## src/rtl/branch_resolve_unit.sv

```systemverilog
// Branch resolve unit: resolves execute-stage control-flow instructions,
// produces the registered outcome / redirect PC, maintains a 2-bit
// bimodal branch history table and a saturating mispredict counter.
//
// Ports:
//   clk_in, rst_in          clock, async active-high reset
//   fetch_pc_in             fetch PC to predict
//   predict_taken_out       combinational prediction for fetch_pc_in
//   ex_*_in                 execute-stage instruction, operands, decode bits
//   resolve_valid_out       registered ex_valid_in
//   branch_taken_out        registered actual outcome
//   mispredict_out          registered outcome != carried prediction
//   redirect_pc_out         registered correct next PC
//   mispredict_count_out    saturating count of mispredicts
module branch_resolve_unit #(
  parameter int unsigned XLEN      = 32,
  parameter int unsigned BHT_DEPTH = 16
) (
  input  logic            clk_in,
  input  logic            rst_in,
  input  logic [XLEN-1:0] fetch_pc_in,
  output logic            predict_taken_out,
  input  logic            ex_valid_in,
  input  logic [XLEN-1:0] ex_pc_in,
  input  logic [XLEN-1:0] rs1_in,
  input  logic [XLEN-1:0] rs2_in,
  input  logic [XLEN-1:0] imm_in,
  input  logic [4:0]      opcode_6_to_2_in,
  input  logic [2:0]      funct3_in,
  input  logic            ex_predicted_in,
  output logic            resolve_valid_out,
  output logic            branch_taken_out,
  output logic            mispredict_out,
  output logic [XLEN-1:0] redirect_pc_out,
  output logic [15:0]     mispredict_count_out
);

  localparam int unsigned IDX   = $clog2(BHT_DEPTH);
  localparam int unsigned CNT_W = 16;
  localparam logic [4:0] OP_BRANCH = 5'b11000;
  localparam logic [4:0] OP_JAL    = 5'b11011;
  localparam logic [4:0] OP_JALR   = 5'b11001;

  logic [1:0]       bht_q [BHT_DEPTH];
  logic [1:0]       bht_d [BHT_DEPTH];
  logic             resolve_valid_q, resolve_valid_d;
  logic             branch_taken_q, branch_taken_d;
  logic             mispredict_q, mispredict_d;
  logic [XLEN-1:0]  redirect_pc_q, redirect_pc_d;
  logic [CNT_W-1:0] mispredict_count_q, mispredict_count_d;

  logic [IDX-1:0]   fetch_idx;
  logic [IDX-1:0]   ex_idx;
  logic             is_cond, cond_known, taken, mispredict;
  logic [XLEN-1:0]  pc_target, jalr_sum, target;
  logic             unused_fetch_bits;

  // Only the word-index bits of the fetch PC select a table entry.
  assign fetch_idx         = fetch_pc_in[IDX+1:2];
  assign ex_idx            = ex_pc_in[IDX+1:2];
  assign unused_fetch_bits = ^fetch_pc_in;

  // Prediction reads the registered table; same-edge updates are not forwarded.
  assign predict_taken_out = bht_q[fetch_idx][1];

  // Outcome, target and next-state computation.
  always_comb begin
    is_cond    = (opcode_6_to_2_in == OP_BRANCH);
    cond_known = is_cond && (funct3_in != 3'b010) && (funct3_in != 3'b011);
    taken      = 1'b0;
    if (is_cond) begin
      unique case (funct3_in)
        3'b000:  taken = (rs1_in == rs2_in);
        3'b001:  taken = (rs1_in != rs2_in);
        3'b100:  taken = ($signed(rs1_in) <  $signed(rs2_in));
        3'b101:  taken = ($signed(rs1_in) >= $signed(rs2_in));
        3'b110:  taken = (rs1_in <  rs2_in);
        3'b111:  taken = (rs1_in >= rs2_in);
        default: taken = 1'b0;
      endcase
    end else if ((opcode_6_to_2_in == OP_JAL) || (opcode_6_to_2_in == OP_JALR)) begin
      taken = 1'b1;
    end

    pc_target = ex_pc_in + imm_in;
    jalr_sum  = rs1_in + imm_in;
    target    = (opcode_6_to_2_in == OP_JALR) ? {jalr_sum[XLEN-1:1], 1'b0} : pc_target;
    mispredict = taken ^ ex_predicted_in;

    resolve_valid_d    = ex_valid_in;
    branch_taken_d     = ex_valid_in & taken;
    mispredict_d       = ex_valid_in & mispredict;
    redirect_pc_d      = redirect_pc_q;
    mispredict_count_d = mispredict_count_q;
    bht_d              = bht_q;

    if (ex_valid_in) begin
      redirect_pc_d = taken ? target : (ex_pc_in + XLEN'(4));
      if (mispredict && (mispredict_count_q != {CNT_W{1'b1}})) begin
        mispredict_count_d = mispredict_count_q + CNT_W'(1);
      end
      // Saturating 2-bit counter update for resolvable conditional branches.
      if (cond_known) begin
        if (taken) begin
          if (bht_q[ex_idx] != 2'b11) bht_d[ex_idx] = bht_q[ex_idx] + 2'd1;
        end else begin
          if (bht_q[ex_idx] != 2'b00) bht_d[ex_idx] = bht_q[ex_idx] - 2'd1;
        end
      end
    end
  end

  // State registers; reset returns every predictor entry to weak-not-taken.
  always_ff @(posedge clk_in or posedge rst_in) begin
    if (rst_in) begin
      for (int i = 0; i < int'(BHT_DEPTH); i++) bht_q[i] <= 2'b01;
      resolve_valid_q    <= 1'b0;
      branch_taken_q     <= 1'b0;
      mispredict_q       <= 1'b0;
      redirect_pc_q      <= '0;
      mispredict_count_q <= '0;
    end else begin
      bht_q              <= bht_d;
      resolve_valid_q    <= resolve_valid_d;
      branch_taken_q     <= branch_taken_d;
      mispredict_q       <= mispredict_d;
      redirect_pc_q      <= redirect_pc_d;
      mispredict_count_q <= mispredict_count_d;
    end
  end

  assign resolve_valid_out    = resolve_valid_q;
  assign branch_taken_out     = branch_taken_q;
  assign mispredict_out       = mispredict_q;
  assign redirect_pc_out      = redirect_pc_q;
  assign mispredict_count_out = mispredict_count_q;

endmodule

```

## config.mk

```make
export PLATFORM = sky130hd
export DESIGN_NAME = branch_resolve_unit
export DESIGN_NICKNAME = d
export VERILOG_FILES = /design/src/rtl/branch_resolve_unit.sv
export SDC_FILE = /design/constraint.sdc
export NUM_CORES = 1
export LEC_CHECK = 0
export ABC_AREA = 1
export CAP_MARGIN = 15
export CELL_PAD_IN_SITES_DETAIL_PLACEMENT = 0
export CELL_PAD_IN_SITES_GLOBAL_PLACEMENT = 1
export CORE_MARGIN = 2
export CORE_UTILIZATION = 36
export CTS_CLUSTER_SIZE = 20
export DETAILED_ROUTE_END_ITERATION = 6
export GPL_TIMING_DRIVEN = 0
export PLACE_DENSITY_LB_ADDON = 0.1
export SETUP_SLACK_MARGIN = 0.05
export SLEW_MARGIN = 20
export SYNTH_ARGS = -nofsm -noshare
export SYNTH_HDL_FRONTEND = slang
export SYNTH_SLANG_ARGS = --single-unit
export TNS_END_PERCENT = 100
```

## constraint.sdc

```tcl
create_clock -name clk_in -period 3.38 [get_ports clk_in]
set_clock_uncertainty 0.1 [all_clocks]
set_input_delay 0.676 -clock clk_in [delete_from_list [all_inputs] [get_ports clk_in]]
set_output_delay 0.676 -clock clk_in [all_outputs]
set_load 0.005 [all_outputs]
```

==> Yosys cells after proc, flatten, opt, wreduce, memory -nomap -nowiden <==
Index checks and enable logic that the tools add are counted.
{ "totals": {"out_inout_bits": 52, "word_cells": 82, "regBits": 83, "in_bits": 172} }
{ "classes": {"bitwise_logic": 5, "n_addsub": 6, "eq_ne": 15, "n_reduce_logical": 10, "mux": 18, "order_cmp": 7} }
{ "op_table": {"columns": ["operator", "count"], "rows": [
  ["$mux 32", 5],
  ["$add 32x32->32", 2],
  ["$bwmux 32", 2],
  ["$ge 32x32->1", 2],
  ["$lt 32x32->1", 2],
  ["$add 32x3->32 const B", 1],
  ["$eq 32x32->1", 1],
  ["$ne 32x32->1", 1],
  ["$add 16x1->16 const B", 1],
  ["$bmux 2 s4", 2],
  ["$ne 16x16->1 const B", 1],
  ["$eq 5x5->1 const B", 3],
  ["$eq 3x3->1 const B", 4],
  ["$ge 5x5->1 const B", 2],
  ["$mux 2", 5],
  ["$not 4->5", 2],
  ["$demux 2 s4", 1],
  ["$ne 3x2->1 const B", 2],
  ["$pmux 1 s6", 1],
  ["$lt 5x1->1 const B", 1],
  ["$logic_and 1x1->1", 4],
  ["$reduce_and 4->1", 1],
  ["$reduce_bool 2->1", 2],
  ["$eq 3x1->1 const B", 1],
  ["other kinds (10)", 12]
]} }

==> Logic depth before layout (Yosys ltp) <==
Gate-level depths: netlist of run 1.
{ "logic_depth": {"ltp_word": 8, "depth_mapped": 25, "mapped_depth_nobuf": 24} }

==> Least setup slack after synthesis of run 1 <==
No wires, ideal clock.
{ "synth_path": {"path_type": "input-to-reg", "from": "in ex_pc_in[2]", "to": "reg bht_q[29] (netlist bit)", "path_stages": 15, "path_buffers": 3, "t_arrival_ns": 2.690, "path_slack_ns": 0.473, "required_time_ns": 3.163, "setup_ns": 0.117, "path_cell_list": "inv_1 > clkbuf_1 > nand2_1 > a32o_1 > nand2_1 > nand4_1 > clkbuf_1 > inv_1 > ha_1 > nand3_2 > nand2_2 > nor2_4 > buf_6 > nand3_1 > nand2_1"} }
{ "synth_between": {"elab_chain_cells": 8, "elab_cells_between_ends": 21, "cone_classes": "2 x add/sub; 2 x order compare; 2 x eq/ne; 10 x mux; 1 x bitwise; 4 x reduce/logical"} }
{ "synth_lines": {"columns": ["item", "line_no", "rtl"], "rows": [
  ["from (decl)", "24", "input logic [XLEN-1:0] ex_pc_in,"],
  ["$not 4->5 (implied by the code) (*)", "105, 107", null],
  ["$bmux 2 s4 (tied with other cells)", "105, 107", null],
  ["$mux 2 (implied by the code) or $logic_and 1x1->1 (tied branches)", "105, 107", null],
  ["$mux 2 (implied by the code)", "105, 107", null],
  ["$sub 2x1->2 (tied with other cells)", "107", "if (bht_q[ex_idx] != 2'b00) bht_d[ex_idx] = bht_q[ex_idx] - 2'd1;"],
  ["$bwmux 32 (on tied branches)", "107, 105", null],
  ["$mux 32 (on tied branches)", "107, 105", null],
  ["$mux 32", "104", "if (taken) begin"],
  ["to (signal assigned)", "123", "bht_q <= bht_d;"],
  ["to (decl)", "44", "logic [1:0] bht_q [BHT_DEPTH];"]
]} }
Mark *: on every way between the ends. The rest lies on a longest branch, timed or not. The select of a mux whose other input is x is not followed.
A chain may end at the register's enable or synchronous reset.

==> flow_metrics.env, run 1 <==
export IMPL_post_route_period_util_pct=95.8
export IMPL_async_flop_share_pct=100
export IMPL_grt_pass1_vias=10584
export IMPL_path_delay_family="simple AND/OR/NAND/NOR gates"
export IMPL_hold_violations=0
export IMPL_drc=0
export IMPL_core_mm2=0.0276
export IMPL_p_per_area_mw_per_mm2=300
export IMPL_arrival_ps=3420
export IMPL_setup_tns_ps=0
export IMPL_netlist_instances=1555
export IMPL_grt_ovfl_total=0
export IMPL_min_period_ps=3240
export IMPL_hold_path_class="flip-flop to flip-flop"
export IMPL_crit_path_max_incr_delay_ps=460
export IMPL_via_per_inst=5.18
export IMPL_synth_avg_cell_area_um2=6.44
export IMPL_crit_buf_inv=5
export IMPL_ys_ff_latch=83
export IMPL_yosysSeqAreaShare_pct=21.0
export IMPL_r2r_slack_ps=970
export IMPL_grt_util_all_layers_pct=24.8
export IMPL_startpoint="rs2_in[26]"
export IMPL_nets=2054
export IMPL_path_cells="clkdlybuf4s50_1, inv_1, ha_4, a21oi_2, o21ai_1, nand2_1, nand2_2, a21oi_4, buf_6, nand3_2, nand2_2, nand3_2, nor2_4, nand3_4, nand2_4, buf_12, nand2_8, nand2_8, clkbuf_16, nand4_1, nand2_1"
export IMPL_rr_worst_depth=12
export IMPL_grt_max_degree=56
export IMPL_layout_common_cells="nand2_1, nor2_1, inv_1"
export IMPL_setup_slack_ps=142
export IMPL_clock_latency_ps=340
export IMPL_clk_pin_slew_ps=70
export IMPL_fmax_mhz=309
export IMPL_setup_viol=0
export IMPL_final_common_cell="nand2_1"
export IMPL_syn_nets=1829
export IMPL_dp_hpwl_um=30400
export IMPL_clock_sinks=83
export IMPL_slowest_stage="clkdlybuf4s50_1"
export IMPL_numCtsBuffers=9
export IMPL_place_congestion=0.937
export IMPL_status="finished clean"
export IMPL_routedWlPerCell_um=17.2
export IMPL_startpoint_type="input port"
export IMPL_drt_iter0_markers=611
export IMPL_grt_first_pass_wirelength_um=55700
export IMPL_cts_tree="done"
export IMPL_critPathCaptureType="flip-flop"
export IMPL_yosys_most_used_dff="dfrtp_1"
export IMPL_rsz0062_at_grt="true"
export IMPL_worst_setup_path_type="input port to flip-flop"
export IMPL_cts_hold_buf=0
export IMPL_peakVddDrop_mv=0.248
export IMPL_drv_cap=0
export IMPL_syn_cell_area_mm2=0.0100
export IMPL_cp_depth=21
export IMPL_yosysWarningCount=0
export IMPL_slew_violations=0
export IMPL_start_util_pct=36.3
export IMPL_die_h_um=171
export IMPL_max_slew_margin_rel_pct=41.7
export IMPL_die_area_mm2=0.0292
export IMPL_rows=61
export IMPL_die_w_um=171
export IMPL_synth_edf_count=0
export IMPL_cts_root_buf="clkbuf_16"
export IMPL_htreeDepth=3
export IMPL_place_ws_ps=-1020
export IMPL_total_leakage_power_nw=6.82
export IMPL_ys_types=51
export IMPL_worst_path_max_fanout=7
export IMPL_wl_um=37300
export IMPL_io_pins=224
export IMPL_vias=11204
export IMPL_tightest_slew_ps=872
export IMPL_port_buffers=195
export IMPL_cts_max_path_buffers=2
export IMPL_syn2layout_area_growth_pct=39.8
export IMPL_firstDrtPassIters=5
export IMPL_drive_gt1_share_pct=14.3
export IMPL_grt_antenna_before_repair=0
export IMPL_postRouteAntennaNets=0
export IMPL_cp_required_ps=3560
export IMPL_antennaDiodeCount=0
cell families after synthesis:
logic type               count (synthesis)  share of synthesized area (%)
AND/OR/NAND/NOR                        772                           34.0
XOR/XNOR                                61                           5.34
AO/OA/AOI/OAI                          317                           17.6
flip-flops                              83                           20.9
buffers and inverters                  214                           8.62
multiplexers                             6                          0.600
adder cells (fa/ha/maj)                102                           12.9
area by class of cell:
| type | instances | area (µm²) |
|---|---|---|
| Clock inverter | 6 | 113 |
| Clock buffer | 10 | 239 |
| Multi-Input combinational cell | 1258 | 7810 |
| Sequential cell | 83 | 2100 |
| Fill cell | 2785 | 13600 |
| Inverter | 179 | 681 |
| Timing Repair Buffer | 214 | 2340 |
| Buffer | 35 | 246 |
| Tap cell | 378 | 473 |
where the power goes:
part	switching, mW	leakage [nW]	internal [mW]
registers	0.0954	1.01	1.09
clock network	0.418	0.173	0.744
logic	1.03	5.64	0.825
tightest hold or removal path, stage by stage, from the launching register on:
cell and delay (ps):
dfstp_2 370, nand2_1 60, nand2_1 40
per-layer routing:
layer | vias up | routed length [µm] | GRT usage, %
met3 | 55 | 1500 | 1.71
met4 | 0 | 922 | 7.95
met2 | 279 | 18100 | 42.5
li1 | 5687 | - | -
met1 | 5183 | 16800 | 33.1
met5 | - | 0 | 0
worst min-delay path by stage:
stage               cells past startpoint       from         to  slack (ps)
detailed placement                      2  flip-flop  flip-flop         360
finish                                  2  flip-flop  flip-flop         370
global route                            2  flip-flop  flip-flop         390
CTS                                     2  flip-flop  flip-flop         370
floorplan                               2  flip-flop  flip-flop         340
global placement                        2  flip-flop  flip-flop         350
timing repair:
action / in CTS / in global routing
pin swaps: 9 / 65
endpoints found under the setup margin: 83 / 82
setup buffers: 8 / 7
gates cloned: 2 / 1
resized for setup: 47 / 225
endpoints found under the hold margin: 0 / 0
metrics by stage:
step	hold WS (ps)	total power, mW	util, %	instance area, µm²	instances
2_1_floorplan	344	2.13	-	10000	1555
5_1_grt	387	4.48	50.8	14000	2163
3_3_place_gp	354	2.84	45.1	12400	2128
4_1_cts	369	4.06	47.4	13100	2155
6_report	366	4.20	50.8	14000	2163
3_5_place_dp	359	2.85	45.2	12500	2129
cells in the mapped netlist, drive strengths merged (2+ instances only):
master | instances | share of area (%)
a211oi | 4 | 0.30
a21boi | 3 | 0.22
a21o | 10 | 0.75
a21oi | 146 | 7.3
a31oi | 12 | 0.75
a32o | 4 | 0.40
buf | 17 | 1.2
clkbuf | 18 | 0.67
dfrtp | 67 | 17
dfstp | 16 | 4.2
fa | 2 | 0.40
ha | 100 | 13
inv | 178 | 6.7
mux2i | 6 | 0.60
nand2 | 432 | 17
nand3 | 72 | 4.0
nand3b | 3 | 0.22
nand4 | 66 | 4.2
nor2 | 165 | 6.7
nor3 | 25 | 1.4
nor4 | 3 | 0.34
o211a | 2 | 0.20
o211ai | 9 | 0.67
o21a | 3 | 0.22
o21ai | 99 | 4.9
o21bai | 10 | 0.75
o22ai | 10 | 0.63
o31ai | 3 | 0.22
or2 | 4 | 0.25
xnor2 | 24 | 2.1
xor2 | 37 | 3.2
(Power assumes the default switching activity.)
==> run 2, diff against run 1 <==
--- a/config.mk
+++ b/config.mk
@@ -9,13 +9,12 @@
 export CAP_MARGIN = 15
 export CELL_PAD_IN_SITES_DETAIL_PLACEMENT = 0
 export CELL_PAD_IN_SITES_GLOBAL_PLACEMENT = 1
-export CORE_MARGIN = 2
 export CORE_UTILIZATION = 36
 export CTS_CLUSTER_SIZE = 20
 export DETAILED_ROUTE_END_ITERATION = 6
+export GPL_ROUTABILITY_DRIVEN = 0
 export GPL_TIMING_DRIVEN = 0
 export PLACE_DENSITY_LB_ADDON = 0.1
-export SETUP_SLACK_MARGIN = 0.05
 export SLEW_MARGIN = 20
 export SYNTH_ARGS = -nofsm -noshare
 export SYNTH_HDL_FRONTEND = slang
==> run 2 against run 1 <==
Against the previous run: sequential share of layout area rose by 0.37 points; wire length fell by 3.5%; fmax fell by 2.5%; die area fell by 2.3%; power fell by 2.5%; first-iteration DRC count rose by 7.5%; global-route usage barely moved; hold slack barely moved; sequential cell count did not move; final cell count did not move; clock power barely moved; combinational power fell by 5%; largest cell class unchanged; largest power group unchanged.
==> flow_metrics.env, run 2 (same netlist as run 1, synthesis figures left out) <==
export IMPL_p_per_area_mw_per_mm2=300
export IMPL_stdcell_count=2163
export IMPL_cts_hold_buf=0
export IMPL_syn2layout_area_growth_pct=36.5
export IMPL_die_h_um=169
export IMPL_die_area_mm2=0.0285
export IMPL_grt_ovfl_total=0
export IMPL_arrival_ps=3450
export IMPL_worst_path_max_fanout=6
export IMPL_cts_max_path_buffers=2
export IMPL_post_route_period_util_pct=98.2
export IMPL_rr_worst_depth=12
export IMPL_vias=11115
export IMPL_dp_hpwl_um=29700
export IMPL_routedWlPerCell_um=16.6
export IMPL_fmax_mhz=301
export IMPL_slew_violations=0
export IMPL_layout_common_cells="nand2_1, inv_1, clkdlybuf4s50_1"
export IMPL_max_slew_margin_rel_pct=39.8
export IMPL_drive_gt1_share_pct=11.4
export IMPL_min_period_ps=3320
export IMPL_grt_antenna_before_repair=0
export IMPL_dp_cells=2123
export IMPL_power_mw=4.10
export IMPL_grt_util_all_layers_pct=24.8
export IMPL_rsz0062_at_grt="true"
export IMPL_drv_cap=0
export IMPL_io_pins=224
export IMPL_numCtsBuffers=9
export IMPL_cp_required_ps=3510
export IMPL_startpoint_type="input port"
export IMPL_grt_pass1_vias=10338
export IMPL_status="finished clean"
export IMPL_drc=0
export IMPL_cts_root_buf="clkbuf_16"
export IMPL_postRouteAntennaNets=0
export IMPL_r2r_end="bht_q[23]"
export IMPL_grt_first_pass_wirelength_um=55000
export IMPL_startpoint="rs2_in[19]"
export IMPL_total_leakage_power_nw=6.45
export IMPL_firstDrtPassIters=5
export IMPL_final_common_cell="nand2_1"
export IMPL_port_buffers=195
export IMPL_tightest_slew_ps=901
export IMPL_cts_tree="done"
export IMPL_critPathCaptureType="flip-flop"
export IMPL_hold_path_class="flip-flop to flip-flop"
export IMPL_via_per_inst=5.14
export IMPL_drt_iter0_markers=657
export IMPL_setup_viol=0
export IMPL_hold_violations=0
export IMPL_start_util_pct=36.9
export IMPL_peakVddDrop_mv=0.279
export IMPL_core_mm2=0.0271
export IMPL_worst_setup_path_type="input port to flip-flop"
export IMPL_grt_max_degree=46
export IMPL_clk_pin_slew_ps=60
export IMPL_wl_um=36000
export IMPL_nets=2060
export IMPL_hold_path_cell_count=2
export IMPL_die_w_um=169
export IMPL_clock_sinks=83
export IMPL_rows=60
export IMPL_htreeDepth=3
export IMPL_antennaDiodeCount=0
export IMPL_clock_latency_ps=340
export IMPL_r2r_slack_ps=930
==> run 2: cell types whose count changed in the layout (fill, tap and decap cells not counted), moves of 3 or more <==
cell             change
buf_4               +11
ha_4                -13
o21ai_2              -3
nand2_2             -10
buf_6                -4
inv_2               -19
ha_2                 -3
clkbuf_2             -3
nand2_1             +10
clkdlybuf4s50_1     +40
ha_1                +16
inv_1               +19
dlymetal6s2s_1      -40
==> run 2: how the worst max path moves through the flow <==
stage,end,depth (start not counted)
floorplan,bht_q[29],15
global placement,redirect_pc_out[0],2
detailed placement,bht_q[13],15
CTS,flip-flop,20
global route,bht_q[25],19
finish,bht_q[25],19
==> run 2: layout make-up <==
class,count,area (µm²)
Tap cell,372,465
Timing Repair Buffer,221,2270
Fill cell,2701,13400
Sequential cell,83,2100
Clock buffer,10,229
Inverter,179,684
Buffer,34,249
Multi-Input combinational cell,1258,7560
Clock inverter,6,113
==> run 2: metrics by stage <==
step                      setup TNS [ps]  area [µm²]  worst slack [ps]  hold WS [ps]  utilization, %
final                                  0       13700              60.3           366            50.4
after global routing               -2380       13700             -87.7           378            50.4
after CTS                              0       12900              10.0           368            47.5
after detailed placement          -55740       12500             -1010           358            46.0
after global placement           -127770       12400             -1050           355            45.9
after floorplan                        0       10000               473           344               -
==> run 2: power by group <==
part           internal [mW]  total (mW)  leakage [nW]  switching, mW
Sequential              1.09        1.18          1.01         0.0919
Combinational          0.780        1.77          5.27          0.993
Clock                  0.725        1.15         0.167          0.421
Total                   2.59        4.10          6.45           1.51
==> run 2: worst max-delay path: stages <==
cell             delay, ps
clkdlybuf4s50_1        460
inv_1                   60
ha_4                   220
a21oi_2                150
nand2_2                 70
nand2_2                 70
nand3_2                100
a21oi_4                290
nand3_1                110
nand2_1                 90
nand3_2                100
nor2_4                 130
nand3_4                130
buf_12                 190
nand3_4                120
buf_4                  140
nand4_1                180
nand2_1                110
nand2_1                 50
==> run 2: timing repair <==
action / in CTS / in global routing
cloned: 0 / 4
resized for setup: 27 / 149
setup endpoints to repair: 82 / 81
buffers inserted: 1 / 20
pin swaps: 1 / 56
==> run 2: metal layers <==
layer  track usage (%)  wire (µm)  part of all wire, %
met3              1.82       1480                  4.1
met1              33.6      16500                   46
met4              6.52        797                  2.2
met5                 0          0                    0
met2              42.3      17200                   48
